$ cat src/rtl/debounce_pkg.sv
// Shared types and width helpers for the time-multiplexed debounce controller.
package debounce_pkg;

    typedef enum logic [1:0] {
        ST_IDLE   = 2'd0,
        ST_WAIT   = 2'd1,
        ST_UPDATE = 2'd2
    } state_e;

    // Bits needed to hold values 0..n-1, never less than one bit.
    function automatic int unsigned w_of(input int unsigned n);
        return (n < 2) ? 1 : $clog2(n);
    endfunction

    localparam int unsigned DEF_CHANNELS = 8;
    localparam int unsigned DEF_WIDTH    = 16;
    localparam int unsigned DEF_PRESCALE = 100;

    localparam int unsigned DEF_CNT_W = w_of(DEF_WIDTH + 1);
    localparam int unsigned DEF_CH_W  = w_of(DEF_CHANNELS);
    localparam int unsigned DEF_PRE_W = w_of(DEF_PRESCALE);

endpackage

$ cat src/rtl/debounce_prescaler.sv
// Free-running step timer with synchronous clear; tick_o fires one cycle before
// the counter wraps, so a WAIT entered from a clear lasts PRESCALE-1 cycles.
module debounce_prescaler
    import debounce_pkg::*;
#(
    parameter int unsigned PRESCALE = DEF_PRESCALE
) (
    input  logic clk_i,
    input  logic rst_i,
    input  logic clr_i,
    output logic tick_o
);

    localparam int unsigned PW = w_of(PRESCALE);

    logic [PW-1:0] cnt_q, cnt_d;

    always_comb begin
        if (clr_i || (cnt_q == PW'(PRESCALE - 1)))
            cnt_d = '0;
        else
            cnt_d = cnt_q + 1'b1;
    end

    always_ff @(posedge clk_i or posedge rst_i) begin
        if (rst_i) cnt_q <= '0;
        else       cnt_q <= cnt_d;
    end

    assign tick_o = (cnt_q == PW'(PRESCALE - 2));

endmodule

$ cat src/rtl/debounce_scan_ctrl.sv
// Round-robin debounce engine: one shared update step walks a per-channel
// hysteresis counter array. Optional sticky change interrupt under DEBOUNCE_IRQ_EN.
module debounce_scan_ctrl
    import debounce_pkg::*;
#(
    parameter int unsigned CHANNELS = DEF_CHANNELS,
    parameter int unsigned WIDTH    = DEF_WIDTH,
    parameter int unsigned PRESCALE = DEF_PRESCALE
) (
    input  logic                clk_i,
    input  logic                rst_i,
    input  logic                enable_i,
    input  logic [CHANNELS-1:0] din_i,
    output logic [CHANNELS-1:0] dout_o,
    output logic [CHANNELS-1:0] rise_o,
    output logic [CHANNELS-1:0] fall_o,
`ifdef DEBOUNCE_IRQ_EN
    output logic                irq_o,
    input  logic                irq_ack_i,
`endif
    output logic                scan_done_o
);

    localparam int unsigned CW  = w_of(WIDTH + 1);
    localparam int unsigned CHW = w_of(CHANNELS);

    logic [CHANNELS-1:0]         sync1_q, din_s_q;
    state_e                      state_q, state_d;
    logic                        presc_clr, tick, upd_en;
    logic [CHW-1:0]              ch_q, ch_d;
    logic [CHANNELS-1:0][CW-1:0] cnt_q, cnt_d;
    logic [CHANNELS-1:0]         dout_q, dout_d, rise_q, rise_d, fall_q, fall_d;
    logic                        done_q, done_d;
    logic                        s, lvl;
    logic [CW-1:0]               c;

    always_ff @(posedge clk_i or posedge rst_i) begin
        if (rst_i) begin
            sync1_q <= '0;
            din_s_q <= '0;
        end else begin
            sync1_q <= din_i;
            din_s_q <= sync1_q;
        end
    end

    debounce_prescaler #(.PRESCALE(PRESCALE)) u_presc (
        .clk_i  (clk_i),
        .rst_i  (rst_i),
        .clr_i  (presc_clr),
        .tick_o (tick)
    );

    always_ff @(posedge clk_i or posedge rst_i) begin
        if (rst_i) state_q <= ST_IDLE;
        else       state_q <= state_d;
    end

    // A deasserted enable is only honoured after UPDATE, so a started step always completes.
    always_comb begin
        state_d = state_q;
        unique case (state_q)
            ST_IDLE:   if (enable_i) state_d = ST_WAIT;
            ST_WAIT:   if (tick)     state_d = ST_UPDATE;
            ST_UPDATE: state_d = enable_i ? ST_WAIT : ST_IDLE;
            default:   state_d = ST_IDLE;
        endcase
    end

    always_comb begin
        presc_clr = (state_q == ST_IDLE);
        upd_en    = (state_q == ST_UPDATE);
    end

    always_comb begin
        cnt_d  = cnt_q;
        dout_d = dout_q;
        rise_d = '0;
        fall_d = '0;
        done_d = 1'b0;
        ch_d   = ch_q;
        s      = din_s_q[ch_q];
        lvl    = dout_q[ch_q];
        c      = cnt_q[ch_q];
        if (upd_en) begin
            if (s == lvl) begin
                cnt_d[ch_q] = lvl ? CW'(WIDTH) : '0;
            end else if (!lvl) begin
                if (c < CW'(WIDTH)) cnt_d[ch_q] = c + 1'b1;
                else begin
                    dout_d[ch_q] = 1'b1;
                    rise_d[ch_q] = 1'b1;
                end
            end else begin
                if (c != '0) cnt_d[ch_q] = c - 1'b1;
                else begin
                    dout_d[ch_q] = 1'b0;
                    fall_d[ch_q] = 1'b1;
                end
            end
            if (ch_q == CHW'(CHANNELS - 1)) begin
                ch_d   = '0;
                done_d = 1'b1;
            end else begin
                ch_d = ch_q + 1'b1;
            end
        end
    end

    always_ff @(posedge clk_i or posedge rst_i) begin
        if (rst_i) begin
            ch_q   <= '0;
            cnt_q  <= '0;
            dout_q <= '0;
            rise_q <= '0;
            fall_q <= '0;
            done_q <= 1'b0;
        end else begin
            ch_q   <= ch_d;
            cnt_q  <= cnt_d;
            dout_q <= dout_d;
            rise_q <= rise_d;
            fall_q <= fall_d;
            done_q <= done_d;
        end
    end

    assign dout_o      = dout_q;
    assign rise_o      = rise_q;
    assign fall_o      = fall_q;
    assign scan_done_o = done_q;

`ifdef DEBOUNCE_IRQ_EN
    logic irq_q, irq_d;

    // Set has priority so a change landing on the ack cycle is never lost.
    always_comb begin
        irq_d = irq_q;
        if (irq_ack_i) irq_d = 1'b0;
        if ((|rise_q) || (|fall_q)) irq_d = 1'b1;
    end

    always_ff @(posedge clk_i or posedge rst_i) begin
        if (rst_i) irq_q <= 1'b0;
        else       irq_q <= irq_d;
    end

    assign irq_o = irq_q;
`endif

endmodule

$ cat config.mk
export PLATFORM = sky130hd
export DESIGN_NAME = debounce_scan_ctrl
export DESIGN_NICKNAME = d
export VERILOG_FILES = /design/src/rtl/debounce_pkg.sv /design/src/rtl/debounce_prescaler.sv /design/src/rtl/debounce_scan_ctrl.sv
export SDC_FILE = /design/constraint.sdc
export NUM_CORES = 1
export LEC_CHECK = 0
export CORE_UTILIZATION = 31
export DETAILED_ROUTE_END_ITERATION = 10
export DONT_BUFFER_PORTS = 1
export SKIP_LAST_GASP = 1
export SYNTH_ARGS = -nofsm -noshare
export SYNTH_HDL_FRONTEND = slang
export SYNTH_HIERARCHICAL = 1
export SYNTH_SLANG_ARGS = --single-unit
$ cat constraint.sdc
create_clock -name clk_i -period 3.5 [get_ports clk_i]
set_input_delay 1.05 -clock clk_i [delete_from_list [all_inputs] [get_ports clk_i]]
set_output_delay 1.05 -clock clk_i [all_outputs]
set_load 0.005 [all_outputs]
Word-level counts from Yosys, hierarchy flattened
Index checks and enable logic that the tools add are counted.
Widths: inputs -> output; s select.
{ "totals": {"reg_bits": 93, "latchBits": 0, "ramBits": 0, "rom_bits": 0, "input_bits": 11, "out_inout_bits": 25, "word_cells": 84, "mem_count": 0} }
{ "classes": {"n_addsub": 4, "n_mul": 0, "n_div": 0, "magnitude_cmp": 3, "eq_ne": 11, "n_shift": 0, "n_mux": 37, "bitwise_logic": 4, "n_reduce_logical": 8} }
{ "op_table": {"columns": ["cell", "count"], "rows": [
  ["$mux 40", 4],
  ["$bwmux 40", 3],
  ["$mux 8", 11],
  ["$bmux 5 s3", 1],
  ["$demux 5 s3", 1],
  ["$mux 5", 3],
  ["$eq 7x7->1 const B", 2],
  ["$and 8x8->8", 1],
  ["$ne 2x2->1 const B", 4],
  ["$not 8->8", 1],
  ["$or 8x8->8", 1],
  ["$add 7x1->7 const B", 1],
  ["$mux 7", 1],
  ["$bmux 1 s3", 2],
  ["$mux 1", 6],
  ["$pmux 2 s3", 1],
  ["$add 5x1->5 const B", 1],
  ["$lt 5x5->1 const B", 1],
  ["$reduce_bool 5->1", 1],
  ["$sub 5x1->5 const B", 1],
  ["$lt 3x4->1 const B", 1],
  ["$mux 2", 2],
  ["$reduce_and 4->1", 1],
  ["$add 3x1->3 const B", 1],
  ["15 further kinds", 15]
]} }

Logic depth before layout (Yosys ltp)
{ "depth": {"depth_word": 8, "depth_mapped": 14, "ltp_nobuf": 11} }

Hierarchy
The synthesis kept the hierarchy.
{ "by_module_without_submodules": {"columns": ["module", "instances", "cells_per_inst", "area_per_inst_um2", "seq_area_each_um2"], "rows": [
  ["debounce_scan_ctrl", 1, 365, 4141.5, 2152.1],
  ["debounce_prescaler", 1, 33, 331.6, 175.2]
]} }

Least setup slack after synthesis
No wires, ideal clock.
{ "synth_timing": {"path_type": "flip-flop to flip-flop", "start": "register ch_q[0]", "end": "register cnt_q[10] (netlist name)", "setup_time_ns": 0.125, "arrival_ns": 2.785, "required_ns": 3.375, "setup_slack_ns": 0.590, "stages_incl_launch_ff": 13, "period_less_slack_ns": 2.910, "cell_sequence": "dfrtp_1 buf_6 buf_4 clkbuf_1 nor2_1 a32oi_1 and4_1 ha_1 nand2_1 or4_1 buf_2 nand4_1 mux2_2"} }
{ "synth_rtl": {"columns": ["element", "line", "rtl"], "rows": [
  ["from (decl)", "debounce_scan_ctrl.sv:30", "logic [CHW-1:0] ch_q, ch_d;"],
  ["from (signal assigned)", "debounce_scan_ctrl.sv:119", "ch_q <= ch_d;"]
]} }

==> flow_summary.json <==
{
  "status": "complete, no violations",
  "synth_edf_count": 0,
  "die_width_um": 122.1,
  "timing.final.crit_share_pct": 93.77,
  "maxSlewViolCount": 0,
  "place_congestion": 0.9128,
  "final.setup.tns_ps": 0,
  "ios": 36,
  "grt_pass1_vias": 3119,
  "globalRouteTotalUtil_pct": 15.44,
  "post-route-util_pct": 36.08,
  "r2r_slack_ps": 220,
  "start_util_pct": 31.98,
  "yosys.area.top_type_share_pct": 52.03,
  "pwr_density_cell_nw_per_um2": 467.3,
  "cts_hold_buffers": 0,
  "critical_path.max_fanout": 9,
  "post_cts_resized": 0,
  "period_minus_slack_ps": 3282,
  "grt.overflow.total": 0,
  "wirelength_um": 10940,
  "wire_per_inst_um": 18.52,
  "drtIter0Drc": 262,
  "worstMarginPinSlew_ps": 735.4,
  "critPathKind": "reg2reg",
  "ant_nets": 0,
  "p_leak_uw": 0.002183,
  "yosys-top-cells-count": "dfrtp_1 (93), nor2_1 (35), o21ai_0 (26)",
  "vdd_drop_max_mv": 0.3401,
  "clockRootBuffer": "clkbuf_16",
  "yosys_warnings": 6,
  "ys_ff_latch": 93,
  "grt_max_degree": 47,
  "synthArstFlopShare_pct": 100.0,
  "drc_errors": 0,
  "htreeDepth": 3,
  "syn_nets": 417,
  "drive_above_1_share_pct": 17.03,
  "crit_required_ps": 3720,
  "netlist_area_sq_um": 4473,
  "nNetsFinal": 426,
  "hold_viol": 0,
  "post-dp-hpwl_um": 7742,
  "finalPower_uw": 2359,
  "antenna_found_initial": 0,
  "worstHoldPathType": "reg2reg",
  "numCtsBuffers": 9,
  "yosysUniqueCellTypes": 64,
  "regArea_sq_um": 2327,
  "vias_per_cell": 5.479,
  "syn2layout_area_growth_pct": 12.84,
  "max_freq_mhz": 304.7,
  "fin_skew_ps": 10.37,
  "cts_tree": "yes",
  "postCtsSetupBuffers": 0,
  "setup_violations": 0,
  "clk_pin_slew_worst_paths_ps": 70,
  "stdcell_count": 591,
  "clk_latency_ps": 340,
  "antenna_cells": 0,
  "synth-seq-area-share_pct": 52.03,
  "via_count": 3238,
  "cp-end-kind": "flip-flop",
  "maxCapViolCount": 0,
  "dp_cells": 576,
  "whs_ps": 347.9,
  "cts.sinks": 93,
  "synth_most_common_cell": "dfrtp_1",
  "rsz0062_at_grt": "false",
  "syn_inst": 398,
  "multi_input_area_sq_um": 1978,
  "arrival_ps": 3500,
  "first_pass_iters": 9,
  "fillers": 1378,
  "port_buffers": 0,
  "die_area_sq_um": 14910,
  "startpoint_type": "flip-flop",
  "synth_top_cell_by_area": "dfrtp_1",
  "rows": 43,
  "grt_pass1_wl_um": 17440,
  "synthFlopType": "dfrtp_1",
  "coreArea_sq_um": 13990,
  "synth_area_per_cell_sq_um": 11.24,
  "relSlewSlack_pct": 50.98,
  "clockBufferDepth": 2,
  "synth_area_leaders": "dfrtp_1 (52%), mux2_2 (3.3%), nor2_1 (2.9%), o21ai_0 (2.9%), mux2_1 (2.5%)",
  "die_h_um": 122.1
}
## path summary, 6_finish.rpt
check / cells past startpoint / startpoint / to
worst max register to register: 9 / ch_q[1] / cnt_q[13]
worst min-delay path: 0 / sync1_q[4] / din_s_q[4]
worst min register to register: 0 / sync1_q[4] / din_s_q[4]
max in group asynchronous: 2 / rst_i / cnt_q[13]
min in group asynchronous: 1 / rst_i / u_presc/cnt_q[0]
worst max-delay path: 9 / ch_q[1] / cnt_q[13]
## per-stage QoR
step | setup WS (ps) | area [sq um]
2_1_floorplan | 228.2 | 4473
3_3_place_gp | 282.0 | 4728
3_5_place_dp | 261.8 | 4728
4_1_cts | 236.7 | 5047
5_1_grt | 6.659 | 5047
6_report | 218.1 | 5047
## power breakdown
group	switching (uW)	internal (uW)	total (uW)
Sequential	43.0	1120	1170
Combinational	81.1	54.6	136
Clock	427	629	1060
Total	551	1810	2360
## final cells by class
class | count | area share (%)
inverter | 15 | 1.140
clock buffer | 9 | 4.462
clock inverter | 6 | 1.859
timing repair buffer | 17 | 2.776
tap | 180 | 4.462
sequential | 93 | 46.11
multi-input combinational | 271 | 39.19
## cell families after synthesis
| family | count (synthesis) | synth area share, % |
|---|---|---|
| compound gates | 104 | 16.48 |
| fa+ha+maj | 8 | 2.238 |
| buf+inv | 34 | 3.748 |
| xor+xnor | 6 | 1.175 |
| flops | 93 | 52.03 |
| mux | 41 | 11.58 |
| simple gates | 112 | 12.76 |
## cell usage in the layout, fill, tap and decap left out, types with 5 or more instances in the layout
cell	n
mux2i_1	9
nand2_1	24
a21oi_1	19
dfrtp_1	93
nor2_1	35
nand3_1	10
mux2_2	13
clkbuf_16	9
inv_1	13
buf_4	16
nand4_1	5
a22oi_1	12
o21ai_0	26
and3_1	5
mux2_4	5
ha_1	8
mux2_1	10
nor2_2	6
## layer usage
metal | share of wire, % | global-route usage, % | routed length, um | vias up
met4 | 2.0 | 5.640 | 222 | 0
met3 | 5.6 | 3.184 | 612 | 22
li1 | - | - | - | 1483
met1 | 48 | 22.74 | 5252 | 1613
met2 | 44 | 22.14 | 4856 | 120
met5 | 0 | 0 | 0 | -
## state kept, by name, summed over array words and instances, names as in the netlist, named ones only
signal	cells
ch_q	3
scan_done_o	1
din_s_q	8
rise_o	8
state_q	2
cnt_q	40
fall_o	8
sync1_q	8
u_presc/cnt_q	7
## critical path: stages (launching register included)
cell,delay (ps)
dfrtp_1,570
mux4_2,560
nand2_1,80
nand2_1,140
inv_1,90
ha_1,210
nand2_1,80
or4_1,680
nand4_1,360
mux2_2,380
(Power assumes the default switching activity.)
